[src/rtl/ps2_pkg.sv]
// Shared definitions for the PS/2 receiver: frame FSM states, register map
// and STATUS bit positions, and the frame parity helper.
package ps2_pkg;

    typedef enum logic {
        ST_IDLE  = 1'b0,
        ST_SHIFT = 1'b1
    } ps2_state_e;

    localparam logic ADDR_DATA   = 1'b0;
    localparam logic ADDR_STATUS = 1'b1;

    localparam int STAT_OVF_BIT   = 0;
    localparam int STAT_PAR_BIT   = 1;
    localparam int STAT_FRM_BIT   = 2;
    localparam int STAT_CNT_LSB   = 8;
    localparam int STAT_CNT_W     = 4;
    localparam int STAT_IRQEN_BIT = 16;

    localparam int DATA_BITS  = 8;
    localparam int PARITY_IDX = 8;
    localparam int STOP_IDX   = 9;

    // Odd parity holds when data plus parity carry an odd number of ones.
    function automatic logic odd_parity_ok(input logic [7:0] data, input logic par);
        return ^{data, par};
    endfunction

endpackage

[src/rtl/ps2_byte_fifo.sv]
// Synchronous byte FIFO with simultaneous push/pop support; a push while full
// is honoured only when a pop frees a slot in the same cycle.
module ps2_byte_fifo #(
    parameter int DEPTH = 8
) (
    input  logic                     clk,
    input  logic                     rst_n,
    input  logic                     push,
    input  logic [7:0]               din,
    input  logic                     pop,
    output logic [7:0]               head,
    output logic [$clog2(DEPTH):0]   count,
    output logic                     full,
    output logic                     empty
);

    localparam int AW = $clog2(DEPTH);

    logic [7:0]    mem_r [DEPTH];
    logic [AW-1:0] wr_ptr_r;
    logic [AW-1:0] rd_ptr_r;
    logic [AW:0]   count_r;
    logic          do_pop_s;
    logic          do_push_s;

    assign do_pop_s  = pop & ~empty;
    assign do_push_s = push & (~full | do_pop_s);

    assign head  = mem_r[rd_ptr_r];
    assign count = count_r;
    assign full  = (count_r == (AW + 1)'(DEPTH));
    assign empty = (count_r == {(AW + 1){1'b0}});

    // Storage array write port.
    always_ff @(posedge clk) begin
        if (do_push_s) begin
            mem_r[wr_ptr_r] <= din;
        end
    end

    // Pointer and occupancy bookkeeping; power-of-2 pointers wrap naturally.
    always_ff @(posedge clk or negedge rst_n) begin
        if (!rst_n) begin
            wr_ptr_r <= {AW{1'b0}};
            rd_ptr_r <= {AW{1'b0}};
            count_r  <= {(AW + 1){1'b0}};
        end else begin
            if (do_push_s) begin
                wr_ptr_r <= wr_ptr_r + {{(AW - 1){1'b0}}, 1'b1};
            end
            if (do_pop_s) begin
                rd_ptr_r <= rd_ptr_r + {{(AW - 1){1'b0}}, 1'b1};
            end
            case ({do_push_s, do_pop_s})
                2'b10:   count_r <= count_r + {{AW{1'b0}}, 1'b1};
                2'b01:   count_r <= count_r - {{AW{1'b0}}, 1'b1};
                default: count_r <= count_r;
            endcase
        end
    end

endmodule

[src/rtl/ps2_rx_avalon.sv]
// PS/2 device-to-host receiver: conditions the raw pins, decodes 11-bit frames,
// buffers bytes in a FIFO and exposes them through a two-register Avalon-MM slave.
module ps2_rx_avalon
    import ps2_pkg::*;
#(
    parameter int FILTER_LEN  = 8,
    parameter int TIMEOUT_CYC = 50000,
    parameter int FIFO_DEPTH  = 8
) (
    input  logic        clk,
    input  logic        reset_n,
    input  logic        ps2_clk,
    input  logic        ps2_dat,
    input  logic        chipselect,
    input  logic        read,
    input  logic        write,
    input  logic        address,
    input  logic [31:0] writedata,
    output logic [31:0] readdata,
    output logic        irq
);

    localparam int FW  = $clog2(FILTER_LEN + 1);
    localparam int WDW = $clog2(TIMEOUT_CYC + 1);
    localparam int CW  = $clog2(FIFO_DEPTH) + 1;

    logic           clk_meta_r;
    logic           clk_sync_r;
    logic           dat_meta_r;
    logic           dat_sync_r;
    logic [FW-1:0]  filt_cnt_r;
    logic           clk_filt_r;
    logic           clk_filt_d_r;
    logic           fall_s;

    ps2_state_e     state_r;
    logic [3:0]     bitcnt_r;
    logic [7:0]     shift_r;
    logic           parity_r;
    logic [WDW-1:0] wdog_r;
    logic           push_r;
    logic [7:0]     push_data_r;
    logic           frame_set_r;
    logic           parity_set_r;

    logic [7:0]     fifo_head_s;
    logic [CW-1:0]  fifo_count_s;
    logic           fifo_full_s;
    logic           fifo_empty_s;
    logic           pop_s;
    logic           ovf_set_s;

    logic [2:0]     flags_r;
    logic [2:0]     flag_set_s;
    logic [2:0]     flag_clr_s;
    logic           irq_en_r;
    logic           irq_r;
    logic [31:0]    readdata_r;
    logic [31:0]    status_s;
    logic           status_wr_s;
    logic           unused_wd_s;

    assign fall_s = clk_filt_d_r & ~clk_filt_r;

    // Two-flop synchronizers; idle PS/2 lines sit high.
    always_ff @(posedge clk or negedge reset_n) begin
        if (!reset_n) begin
            clk_meta_r <= 1'b1;
            clk_sync_r <= 1'b1;
            dat_meta_r <= 1'b1;
            dat_sync_r <= 1'b1;
        end else begin
            clk_meta_r <= ps2_clk;
            clk_sync_r <= clk_meta_r;
            dat_meta_r <= ps2_dat;
            dat_sync_r <= dat_meta_r;
        end
    end

    // Clock deglitch: the filtered level follows only a sustained change.
    always_ff @(posedge clk or negedge reset_n) begin
        if (!reset_n) begin
            filt_cnt_r   <= {FW{1'b0}};
            clk_filt_r   <= 1'b1;
            clk_filt_d_r <= 1'b1;
        end else begin
            clk_filt_d_r <= clk_filt_r;
            if (clk_sync_r == clk_filt_r) begin
                filt_cnt_r <= {FW{1'b0}};
            end else if (filt_cnt_r == FW'(FILTER_LEN - 1)) begin
                filt_cnt_r <= {FW{1'b0}};
                clk_filt_r <= clk_sync_r;
            end else begin
                filt_cnt_r <= filt_cnt_r + {{(FW - 1){1'b0}}, 1'b1};
            end
        end
    end

    // Frame FSM with inter-bit watchdog; results are issued as 1-cycle pulses.
    always_ff @(posedge clk or negedge reset_n) begin
        if (!reset_n) begin
            state_r      <= ST_IDLE;
            bitcnt_r     <= 4'd0;
            shift_r      <= 8'd0;
            parity_r     <= 1'b0;
            wdog_r       <= {WDW{1'b0}};
            push_r       <= 1'b0;
            push_data_r  <= 8'd0;
            frame_set_r  <= 1'b0;
            parity_set_r <= 1'b0;
        end else begin
            push_r       <= 1'b0;
            frame_set_r  <= 1'b0;
            parity_set_r <= 1'b0;
            case (state_r)
                ST_IDLE: begin
                    wdog_r <= {WDW{1'b0}};
                    if (fall_s && !dat_sync_r) begin
                        state_r  <= ST_SHIFT;
                        bitcnt_r <= 4'd0;
                    end
                end
                ST_SHIFT: begin
                    if (fall_s) begin
                        wdog_r   <= {WDW{1'b0}};
                        bitcnt_r <= bitcnt_r + 4'd1;
                        if (bitcnt_r < 4'(DATA_BITS)) begin
                            shift_r <= {dat_sync_r, shift_r[7:1]};
                        end else if (bitcnt_r == 4'(PARITY_IDX)) begin
                            parity_r <= dat_sync_r;
                        end else begin
                            state_r <= ST_IDLE;
                            if (!dat_sync_r) begin
                                frame_set_r <= 1'b1;
                            end else if (!odd_parity_ok(shift_r, parity_r)) begin
                                parity_set_r <= 1'b1;
                            end else begin
                                push_r      <= 1'b1;
                                push_data_r <= shift_r;
                            end
                        end
                    end else if (wdog_r == WDW'(TIMEOUT_CYC - 1)) begin
                        frame_set_r <= 1'b1;
                        state_r     <= ST_IDLE;
                    end else begin
                        wdog_r <= wdog_r + {{(WDW - 1){1'b0}}, 1'b1};
                    end
                end
                default: state_r <= ST_IDLE;
            endcase
        end
    end

    assign pop_s     = chipselect & read & (address == ADDR_DATA) & ~fifo_empty_s;
    assign ovf_set_s = push_r & fifo_full_s & ~pop_s;

    ps2_byte_fifo #(
        .DEPTH (FIFO_DEPTH)
    ) u_fifo (
        .clk   (clk),
        .rst_n (reset_n),
        .push  (push_r),
        .din   (push_data_r),
        .pop   (pop_s),
        .head  (fifo_head_s),
        .count (fifo_count_s),
        .full  (fifo_full_s),
        .empty (fifo_empty_s)
    );

    assign status_wr_s = chipselect & write & (address == ADDR_STATUS);
    assign unused_wd_s = ^{writedata[31:17], writedata[15:3]};

    // Sticky flag set/clear vectors and the STATUS word image.
    always_comb begin
        flag_set_s               = 3'b000;
        flag_set_s[STAT_OVF_BIT] = ovf_set_s;
        flag_set_s[STAT_PAR_BIT] = parity_set_r;
        flag_set_s[STAT_FRM_BIT] = frame_set_r;
        if (status_wr_s) begin
            flag_clr_s = writedata[2:0];
        end else begin
            flag_clr_s = 3'b000;
        end
        status_s                                 = 32'd0;
        status_s[STAT_IRQEN_BIT]                 = irq_en_r;
        status_s[STAT_CNT_LSB +: STAT_CNT_W]     = STAT_CNT_W'(fifo_count_s);
        status_s[STAT_FRM_BIT]                   = flags_r[STAT_FRM_BIT];
        status_s[STAT_PAR_BIT]                   = flags_r[STAT_PAR_BIT];
        status_s[STAT_OVF_BIT]                   = flags_r[STAT_OVF_BIT];
    end

    // Control/status registers; a set in the clear cycle keeps the flag high.
    always_ff @(posedge clk or negedge reset_n) begin
        if (!reset_n) begin
            flags_r  <= 3'b000;
            irq_en_r <= 1'b0;
            irq_r    <= 1'b0;
        end else begin
            flags_r <= (flags_r & ~flag_clr_s) | flag_set_s;
            if (status_wr_s) begin
                irq_en_r <= writedata[STAT_IRQEN_BIT];
            end
            irq_r <= irq_en_r & (fifo_count_s != {CW{1'b0}});
        end
    end

    // Avalon read data, latency 1, held between reads.
    always_ff @(posedge clk or negedge reset_n) begin
        if (!reset_n) begin
            readdata_r <= 32'd0;
        end else if (chipselect && read) begin
            case (address)
                ADDR_DATA: begin
                    if (fifo_empty_s) begin
                        readdata_r <= 32'd0;
                    end else begin
                        readdata_r <= {23'd0, 1'b1, fifo_head_s};
                    end
                end
                ADDR_STATUS: readdata_r <= status_s;
                default:     readdata_r <= 32'd0;
            endcase
        end
    end

    assign readdata = readdata_r;
    assign irq      = irq_r;

endmodule
[config.mk]
export PLATFORM = sky130hd
export DESIGN_NAME = ps2_rx_avalon
export DESIGN_NICKNAME = d
export VERILOG_FILES = /design/src/rtl/ps2_pkg.sv /design/src/rtl/ps2_byte_fifo.sv /design/src/rtl/ps2_rx_avalon.sv
export SDC_FILE = /design/constraint.sdc
export NUM_CORES = 1
export LEC_CHECK = 0
export BUFFER_PORTS_ARGS = -buffer_cell sky130_fd_sc_hd__buf_2
export CORE_ASPECT_RATIO = 1.1
export CORE_UTILIZATION = 25
export CTS_CLUSTER_DIAMETER = 120
export DETAILED_ROUTE_END_ITERATION = 12
export PLACE_DENSITY = 0.4
export RECOVER_POWER = 50
export SYNTH_ARGS = -nofsm -noshare
export SYNTH_HDL_FRONTEND = slang
export SYNTH_SLANG_ARGS = --single-unit
[constraint.sdc]
create_clock -name clk -period 3.15 [get_ports clk]
set_input_delay 0.315 -clock clk [delete_from_list [all_inputs] [get_ports clk]]
set_output_delay 0.315 -clock clk [all_outputs]
set_load 0.005 [all_outputs]
==> qor.txt, run 1 <==
Clk sinks - 143
Die width - 151 µm
Crit Path Category - reg2reg
Hold path cells - 2
Antenna viol nets, final - 0
Min-delay src - writedata[16]
Ys Warns - 0
Drt first pass iters - 6
Largest net degree at the start of global routing - 71
Clock Latency Late Sink - 0.42 ns
Outcome - finished, violations left
Detailed Route WL - 12.0 mm
Fillers - 2393
Worst VDD drop - 383 µV
#FFs+latches synth - 143
IO Pins - 73
Crit. End Element - flip-flop
Final setup fails - 0
Setup slack, reg-to-reg - 0.62 ns
Die area - 0.0250 mm²
Tot GR Track Use - 10.7%
# DRC - 0
M1 GR Usage - 13.7%
Reg2reg path depth - 10
Number of port buffers - 25
MaxCap Viol Count - 1
Pwr Density - 698 mW/mm²
Reg area - 0.00391 mm²
Vias in the first global route - 3630
Critical R2R Launch - u_fifo.count[2]
Syn-to-layout area delta - 17.9%
Initial DRC count - 159
Maximum root-to-sink buffer count - 2
Number of cell rows - 59
Final WS setup - 0.618 ns
First-pass GRT wire length - 19.9 mm
Endpoints failing hold - 0
Mapped Cells - 441
CTS tree - done
M2 GR Usage - 16.9%
CP Data Required Time - 3.45 ns
Met3 usage - 2.73%
Total Neg Setup Slack - 0 ns
Clock skew - 0.00669 ns
Worst Hold Class - in2reg
Mapped Avg Cell Area - 13.8 µm²
Most Used Layer, Global Route - met2
Hold Path Sink - irq_en_r
Starting Density - 25.6%
Mapped Area - 0.00609 mm²
Final HPWL DP - 7.79 mm
Static Leak - 3.03 nW
Max-slew headroom - -25.4%
Cts bufs inserted - 17
Sequential fraction of the synthesis area - 64.2%
Vert. Die Dim - 166 µm
Worst-Margin Slew - 1.88 ns
Placed insts - 772
Antenna violations before repair - 0
CTS H-tree lvls - 4
Period minus WS final - 2.53 ns
Final nets - 537
Dominant cell type by area after synthesis - edfxtp_1
Core Util, Final - 30.2%
Worst reg2reg endpoint - u_fifo.count[2]
Gpl congestion - 0.739
Clock Pin Slew Worst Setup and Hold Paths - 0.06 ns
Layout cell share with drive strength beyond 1 - 23.0%
Max FO, Critical Path - 7
Worst hold slack - 0.123 ns
Most numerous cell in the Yosys netlist - dfrtp_1
CP arrival - 2.83 ns
Final Slew Violations - 71
Asr flop ratio synth - 55.2%
Primary FF master, synth - dfrtp_1
Unrepaired setup endpoints after global routing - no
Post-synth EDFFs - 64
Final cell count without fillers - 806
Synth area leaders - edfxtp_1, dfrtp_1, mux4_2, mux2_2, dfstp_2
Distinct cells, synth - 43
Most common library cells after synthesis - dfrtp_1, edfxtp_1, nand2_1
Crit path launch type - flip-flop
Period utilisation layout - 80.4%
Total vias in the final route - 3470
DR WL/cell - 14.8 µm
Max Clk Rate - 395 MHz
Core area - 0.0238 mm²
Total gr overflow - 0
Ant. Diodes - 0
Clock root cell - clkbuf_16
Violated checks - max-capacitance violations, max-slew violations
Resize count post-CTS - 0
Share of the synthesized area in the top cell type - 31.6%
Dpl ws - 0.626 ns
Multi-input logic area - 0.00201 mm²
Number of vias per cell - 4.31
==> cells by family after synthesis <==
family	count (synthesis)	synth area share, %
mux	43	10.7
other cells	1	0.0616
compound gates	49	4.83
fa+ha+maj	9	1.85
xor+xnor	31	4.71
simple gates	123	9.81
flops	143	64.2
buf+inv	42	3.82
==> worst max-delay path: stages (launching register included) <==
cell,delay (ns)
dfrtp_1,0.47
nor4_1,0.51
or3_1,0.20
inv_1,0.10
ha_1,0.26
xor2_1,0.18
ha_1,0.19
a21oi_1,0.14
xor2_1,0.16
nor2_1,0.07
xor2_1,0.14
==> power by group <==
part	switching [mW]	internal (mW)
Combinational	0.326	0.334
Clock	0.816	1.17
Sequential	0.262	2.10
Total	1.40	3.61
==> area by class of cell <==
class                      count  share of cell area (%)
sequential                   143                    54.4
inverter                       9                   0.471
multi-input combinational    274                    28.1
tap                          305                    5.32
clock inverter                15                    2.23
timing repair buffer          43                    3.57
clock buffer                  17                    5.93
==> through the flow <==
| stage | power, mW | area (µm²) |
|---|---|---|
| 3_5_place_dp | 3.09 | 6580 |
| 5_1_grt | 5.30 | 7180 |
| 6_report | 5.01 | 7180 |
| 3_3_place_gp | 3.07 | 6580 |
| 4_1_cts | 5.11 | 7190 |
| 2_1_floorplan | 2.86 | 6150 |
==> worst max-delay path by stage <==
stage / startpoint / to / depth (start not counted)
after floorplan: u_fifo.count[2] / u_fifo.count[2] / 12
after global placement: u_fifo.count[2] / u_fifo.count[2] / 10
after detailed placement: u_fifo.count[2] / u_fifo.count[2] / 10
after CTS: u_fifo.count[2] / u_fifo.count[2] / 10
after global routing: u_fifo.count[2] / u_fifo.count[2] / 10
final: u_fifo.count[2] / u_fifo.count[2] / 10
==> routing by layer <==
layer  share of wire, %  vias to the layer above
met5                  0                        -
met4                2.0                        0
met3                2.4                       19
met2                 49                       45
met1                 47                     1752
li1                   -                     1654
==> layout by cell type, fill, tap and decap left out, types with 10 or more instances in the layout <==
cell type / Yosys / final
dfrtp_1: 73 / 73
edfxtp_1: 64 / 64
nand2_1: 39 / 39
nor2_1: 26 / 26
o21ai_0: 23 / 23
buf_2: 3 / 23
conb_1: 1 / 19
mux2_2: 18 / 18
xnor2_1: 17 / 17
clkbuf_16: 0 / 17
mux4_2: 16 / 16
nand3_1: 14 / 14
buf_4: 19 / 14
xor2_1: 13 / 13
nor3_1: 12 / 12
a21oi_1: 10 / 10
==> repair_timing <==
item | 4_1_cts | 5_1_grt
hold endpoints to repair | 2 | 0
buffers inserted | 0 | 0
hold buffers | 2 | 0
==> registers in the layout, indices dropped and copies added (netlist names), 3 cells and up <==
name             flops
u_fifo.count         4
filt_cnt_r           4
push_data_r          8
bitcnt_r             4
wdog_r              16
u_fifo.wr_ptr_r      3
readdata            13
flags_r              3
u_fifo.rd_ptr_r      3
u_fifo.mem_r        64
shift_r              8
Power figures use the tool's default switching activity.
==> run 2: changes to the inputs <==
PLACE_DENSITY = 0.41   (was 0.4)
clock period = 2.26 ns   (was 3.15 ns; I/O delays follow)
==> run 2 against run 1 <==
  * Clock skew up 0.0033 ns
  * Die area stayed put
  * Core utilization rose by 0.57 points
  * Register-to-register slack worse by 0.48 ns
  * The flow still finishes with violations (max-capacitance violations, max-slew violations)
  * Sequential share of layout area fell by 0.99 points
  * Critical path depth unchanged
  * Clock-buffer cell count rose by 3
  * Final area rose by 1.9%
  * Largest power group unchanged
  * Global-route usage rose by 0.19 points
  * Setup slack got worse by 0.48 ns
==> qor.txt, run 2 (synthesis gave the netlist of run 1 again) <==
Outcome - finished, violations left
Violated checks - max-capacitance violations, max-slew violations
Clock Latency Late Sink - 0.41 ns (about the same)
CTS H-tree lvls - 4 (unchanged)
CP arrival - 2.41 ns (-0.42 ns)
Antenna violations before repair - 0 (unchanged)
Worst VDD drop - 546 µV (+42%)
Drt first pass iters - 4 (-2)
Cts bufs inserted - 17 (unchanged)
Number of port buffers - 25 (unchanged)
First-pass GRT wire length - 20.5 mm (+3.3%)
Total vias in the final route - 3567 (+2.8%)
Total Neg Setup Slack - 0 ns (unchanged)
Reg area - 0.00391 mm² (about the same)
Ant. Diodes - 0 (unchanged)
Slowest cell delay on critical path - 0.45 ns (-0.06 ns)
Worst Hold Class - in2reg
Commonest non-fill, non-tap cell in the layout - dfrtp_1
Maximum root-to-sink buffer count - 2 (unchanged)
Number of cell rows - 59 (unchanged)
Endpoints failing hold - 0 (unchanged)
Static Leak - 2.96 nW (-2.3%)
Antenna viol nets, final - 0 (unchanged)
IO Pins - 73 (unchanged)
Crit-path most repeated cell - xor2_1
Largest net degree at the start of global routing - 35 (-51%)
Clock root cell - clkbuf_16
MaxCap Viol Count - 1 (unchanged)
Period minus WS final - 2.12 ns (-0.410 ns)
Total gr overflow - 0 (unchanged)
Final Slew Violations - 30 (-58%)
Max-slew headroom - -12.0% (+13 points)
Max Clk Rate - 471 MHz (+19%)
DR WL/cell - 15.1 µm (+1.5%)
Largest Register - u_fifo.mem_r
Clock skew - 0.0100 ns (+0.00333 ns)
Initial DRC count - 157 (-1.3%)
Pwr Density - 975 mW/mm² (+40%)
Detailed Route WL - 12.4 mm (+3.5%)
Final HPWL DP - 8.19 mm (+5.1%)
# DRC - 0 (unchanged)
Crit. End Element - flip-flop
Die area - 0.0250 mm² (unchanged)
Layout cell share with drive strength beyond 1 - 25.7% (+2.8 points)
CP max-delay cell - dfrtp_2
Final setup fails - 0 (unchanged)
Worst hold slack - 0.0414 ns (-0.0812 ns)
Multi-input logic area - 0.00204 mm² (+1.5%)
Vias in the first global route - 3750 (+3.3%)
Fillers - 2425 (+1.3%)
Starting Density - 25.6% (unchanged)
Number of vias per cell - 4.34 (+0.79%)
Worst-Margin Slew - 1.68 ns (-0.201 ns)
Clk sinks - 143 (unchanged)
Worst-path cell chain - nor4_4 > or3_1 > inv_1 > ha_2 > xor2_1 > ha_1 > a21oi_1 > xor2_1 > nor2_1 > xor2_1
Final nets - 553 (+3.0%)
CTS tree - done
Crit Path Category - reg2reg
Die width - 151 µm (unchanged)
Crit path launch type - flip-flop
Clock Pin Slew Worst Setup and Hold Paths - 0.06 ns (about the same)
Period utilisation layout - 93.9% (+14 points)
Commonest cells after routing, fill and taps aside - dfrtp_1, edfxtp_1, nand2_1, buf_4, nor2_1
CP Data Required Time - 2.55 ns (-0.90 ns)
Max FO, Critical Path - 4 (-3)
Core area - 0.0238 mm² (unchanged)
Syn-to-layout area delta - 20.2%
Vert. Die Dim - 166 µm (unchanged)
Gpl congestion - 0.703 (-4.9%)
Tot GR Track Use - 10.9% (+0.19 points)
Largest register FFs - 64 (unchanged)
[run 2: area by class of cell]
class	count	area share, %
well taps	305	5.22
clock buffers	20	6.11
clock inverters	12	1.54
inverters	9	0.462
repair buffers	59	5.29
multi-input cells	274	28.0
flip-flops and latches	143	53.4
[run 2: worst max-delay path: cells and delay by family (launching register included)]
family | cells | cell delay [ns]
AO/OA/AOI/OAI | 1 | 0.14
flip-flops | 1 | 0.45
AND/OR/NAND/NOR | 3 | 0.52
adder cells (fa/ha/maj) | 2 | 0.35
buffers and inverters | 1 | 0.07
XOR/XNOR | 3 | 0.48
[run 2: power breakdown]
group / switching (mW) / internal, mW
clock network: 1.11 / 1.55
logic: 0.643 / 0.620
registers: 0.275 / 2.93
[run 2: worst paths after layout]
path                                 start               to  slack, ns  depth (start not counted)
max reg2reg                u_fifo.count[0]  u_fifo.count[2]       0.14                         10
min                          writedata[16]         irq_en_r       0.04                          2
min in group asynchronous          reset_n        wdog_r[3]       0.78                          2
max in group asynchronous          reset_n   push_data_r[6]       0.42                          3
min reg2reg                     clk_meta_r       clk_sync_r       0.36                          0
max                        u_fifo.count[0]  u_fifo.count[2]       0.14                         10
[run 2: timing repair]
item	4_1_cts	5_1_grt
resized for setup	0	4
endpoints found under the hold margin	24	0
endpoints found under the setup margin	0	2
hold buffers	3	0
buffers inserted	0	1
[run 2: stage by stage]
step           std cells  power [mW]  worst slack [ns]  utilization (%)  instance area (µm²)
6_report             822        7.13             0.139             30.8                 7310
5_1_grt              822        7.53           -0.0149             30.8                 7310
4_1_cts              821        7.22            0.0984             30.7                 7300
3_5_place_dp         786        4.53             0.122             28.3                 6720
3_3_place_gp         786        4.49             0.165             28.3                 6720
2_1_floorplan        459        4.08            0.0116                -                 6170
[run 2: routing by layer]
metal / GRT usage (%) / part of all wire [%] / vias up
met1: 13.6 / 45 / 1829
met3: 2.56 / 2.1 / 12
met2: 18.2 / 52 / 45
li1: - / - / 1681
met5: 0 / 0 / -
met4: 3.91 / 1.2 / 0
==> run 3: changes to the inputs <==
--- a/config.mk
+++ b/config.mk
@@ -8,3 +8,3 @@
 export BUFFER_PORTS_ARGS = -buffer_cell sky130_fd_sc_hd__buf_2
-export CORE_ASPECT_RATIO = 1.1
+export CORE_ASPECT_RATIO = 1.2
 export CORE_UTILIZATION = 25
--- a/constraint.sdc
+++ b/constraint.sdc
@@ -3,2 +3,2 @@
 set_output_delay 0.226 -clock clk [all_outputs]
-set_load 0.005 [all_outputs]
+set_load 0.02 [all_outputs]
==> run 3 against run 2 <==
  * Clock-buffer cell count decreased by 3
  * The flow now finishes without violations
  * Die area about the same
  * Combinational power increased by 8%
  * Non-clock buffer count unchanged
  * Sequential power decreased by 2%
  * Core utilization about the same
  * Final area increased by 0.36%
  * Fmax increased by 2.2%
  * Total power increased by 2.2%
  * Clock power increased by 4%
==> qor.txt, run 3 (synthesis gave the netlist of run 1 again) <==
Clock root cell - clkbuf_16
Final Slew Violations - 0 (-100%)
Worst Hold Class - in2reg
Layout cell share with drive strength beyond 1 - 25.7% (unchanged)
CP max-delay cell - dfrtp_1
Instance area after placement - 0.00674 mm² (+0.39%)
Syn-to-layout area delta - 20.6%
Setup slack, reg-to-reg - 0.18 ns (+0.05 ns)
DR WL/cell - 14.2 µm (-5.5%)
CTS H-tree lvls - 4 (unchanged)
CP Data Required Time - 2.56 ns (about the same)
Starting Density - 25.5% (-0.13 points)
Antenna violations before repair - 0 (unchanged)
Largest register FFs - 64 (unchanged)
Min-delay src - writedata[16]
Tot GR Track Use - 10.7% (-0.24 points)
Worst-Margin Slew - 0.948 ns (-0.732 ns)
Crit Path Category - reg2reg
Vert. Die Dim - 173 µm (+4.4%)
Unrepaired setup endpoints after global routing - no
Reg2reg path depth - 10 (unchanged)
Post-layout instance area - 0.00734 mm² (+0.36%)
Crit-path most repeated cell - xor2_1
First-pass GRT wire length - 19.8 mm (-3.5%)
Total vias in the final route - 3503 (-1.8%)
Maximum root-to-sink buffer count - 2 (unchanged)
Clock Latency Late Sink - 0.42 ns (about the same)
Worst reg2reg endpoint - u_fifo.count[2]
Gpl congestion - 0.700 (-0.43%)
Max-slew headroom - 36.8% (+49 points)
Hold path cells - 2 (unchanged)
Endpoints failing hold - 0 (unchanged)
Commonest cells after routing, fill and taps aside - dfrtp_1, edfxtp_1, nand2_1, buf_4, nor2_1
MaxCap Viol Count - 0 (-1)
Hold Path Sink - irq_en_r
Die area - 0.0250 mm² (about the same)
Final setup fails - 0 (unchanged)
Commonest non-fill, non-tap cell in the layout - dfrtp_1
Worst-path cell chain - nor4_4 > or3_1 > inv_1 > ha_2 > xor2_1 > ha_1 > a21oi_1 > xor2_1 > nor2_1 > xor2_1
Antenna viol nets, final - 0 (unchanged)
Crit path launch type - flip-flop
Pwr Density - 994 mW/mm² (+1.9%)
Die width - 144 µm (-4.2%)
Worst VDD drop - 514 µV (-5.9%)
CTS tree - done
Detailed Route WL - 11.9 mm (-3.8%)
Number of vias per cell - 4.19 (-3.6%)
Largest net degree at the start of global routing - 41 (+17%)
Max Clk Rate - 482 MHz (+2.2%)
Total gr overflow - 0 (unchanged)
Max FO, Critical Path - 3 (-1)
Clk sinks - 143 (unchanged)
Clock Pin Slew Worst Setup and Hold Paths - 0.06 ns (about the same)
Period minus WS final - 2.08 ns (-0.0450 ns)
# DRC - 0 (unchanged)
Number of port buffers - 25 (unchanged)
Cts bufs inserted - 17 (unchanged)
Final HPWL DP - 8.03 mm (-1.9%)
CP delay by family, top - simple AND/OR/NAND/NOR gates
Number of cell rows - 62 (+5.1%)
Final nets - 553 (unchanged)
Drt first pass iters - 4 (unchanged)
Slowest cell delay on critical path - 0.41 ns (-0.04 ns)
Total Neg Setup Slack - 0 ns (unchanged)
Clock skew - 0.00874 ns (-0.00128 ns)
Outcome - finished, final reports clean
Initial DRC count - 137 (-13%)
CP arrival - 2.37 ns (-0.04 ns)
Static Leak - 2.99 nW (+0.90%)
Crit. End Element - flip-flop
Largest Register - u_fifo.mem_r
IO Pins - 73 (unchanged)
Vias in the first global route - 3754 (+0.11%)
Buf/Inv on CP - 1 (unchanged)
Critical R2R Launch - u_fifo.count[0]
Period utilisation layout - 91.9% (-2.0 points)
Ant. Diodes - 0 (unchanged)
Core area - 0.0239 mm² (+0.52%)
## run 3: worst max-delay path by stage
| stage | startpoint | end | depth (start not counted) | slack [ns] |
|---|---|---|---|---|
| after detailed placement | u_fifo.count[0] | u_fifo.count[2] | 10 | 0.17 |
| final | u_fifo.count[0] | u_fifo.count[2] | 10 | 0.18 |
| after global routing | u_fifo.count[2] | u_fifo.count[2] | 10 | 0.002 |
| after floorplan | u_fifo.count[1] | u_fifo.count[2] | 12 | 0.01 |
| after global placement | u_fifo.count[3] | u_fifo.count[2] | 10 | 0.18 |
| after CTS | u_fifo.count[0] | u_fifo.count[2] | 10 | 0.15 |
## run 3: repair_timing
action	CTS	global route
resized for setup	0	1
hold buffers	3	0
buffers inserted	0	0
hold endpoints to repair	38	0
setup endpoints to repair	0	1
## run 3: per-stage QoR
stage          setup WS (ns)  instances  util [%]  hold WS [ns]  power (mW)
6_report               0.184        837      30.7        0.0456        7.29
4_1_cts                0.151        837      30.8        0.0218        7.44
3_5_place_dp           0.167        802      28.2         0.246        4.61
5_1_grt              0.00212        837      30.7        0.0287        7.69
2_1_floorplan         0.0116        459         -       -0.0696        4.16
3_3_place_gp           0.180        802      28.2         0.238        4.58
## run 3: metal layers
layer	routed length, µm	vias to the layer above	global-route usage (%)
met2	6220	44	18.1
met5	0	-	0
li1	-	1680	-
met3	292	12	2.94
met4	140	0	3.86
met1	5260	1767	12.7
## run 3: layout make-up
cell class,count,area [µm²]
repair buffers,59,375
fillers,2437,16600
flip-flops and latches,143,3910
inverters,9,33.8
multi-input cells,274,2040
clock inverters,15,161
well taps,320,400
clock buffers,17,425
## run 3: power breakdown
group,leakage [nW],total (mW),internal (mW),switching (mW)
registers,1.65,3.16,2.93,0.231
logic,1.05,1.36,0.618,0.744
clock network,0.288,2.77,1.57,1.20
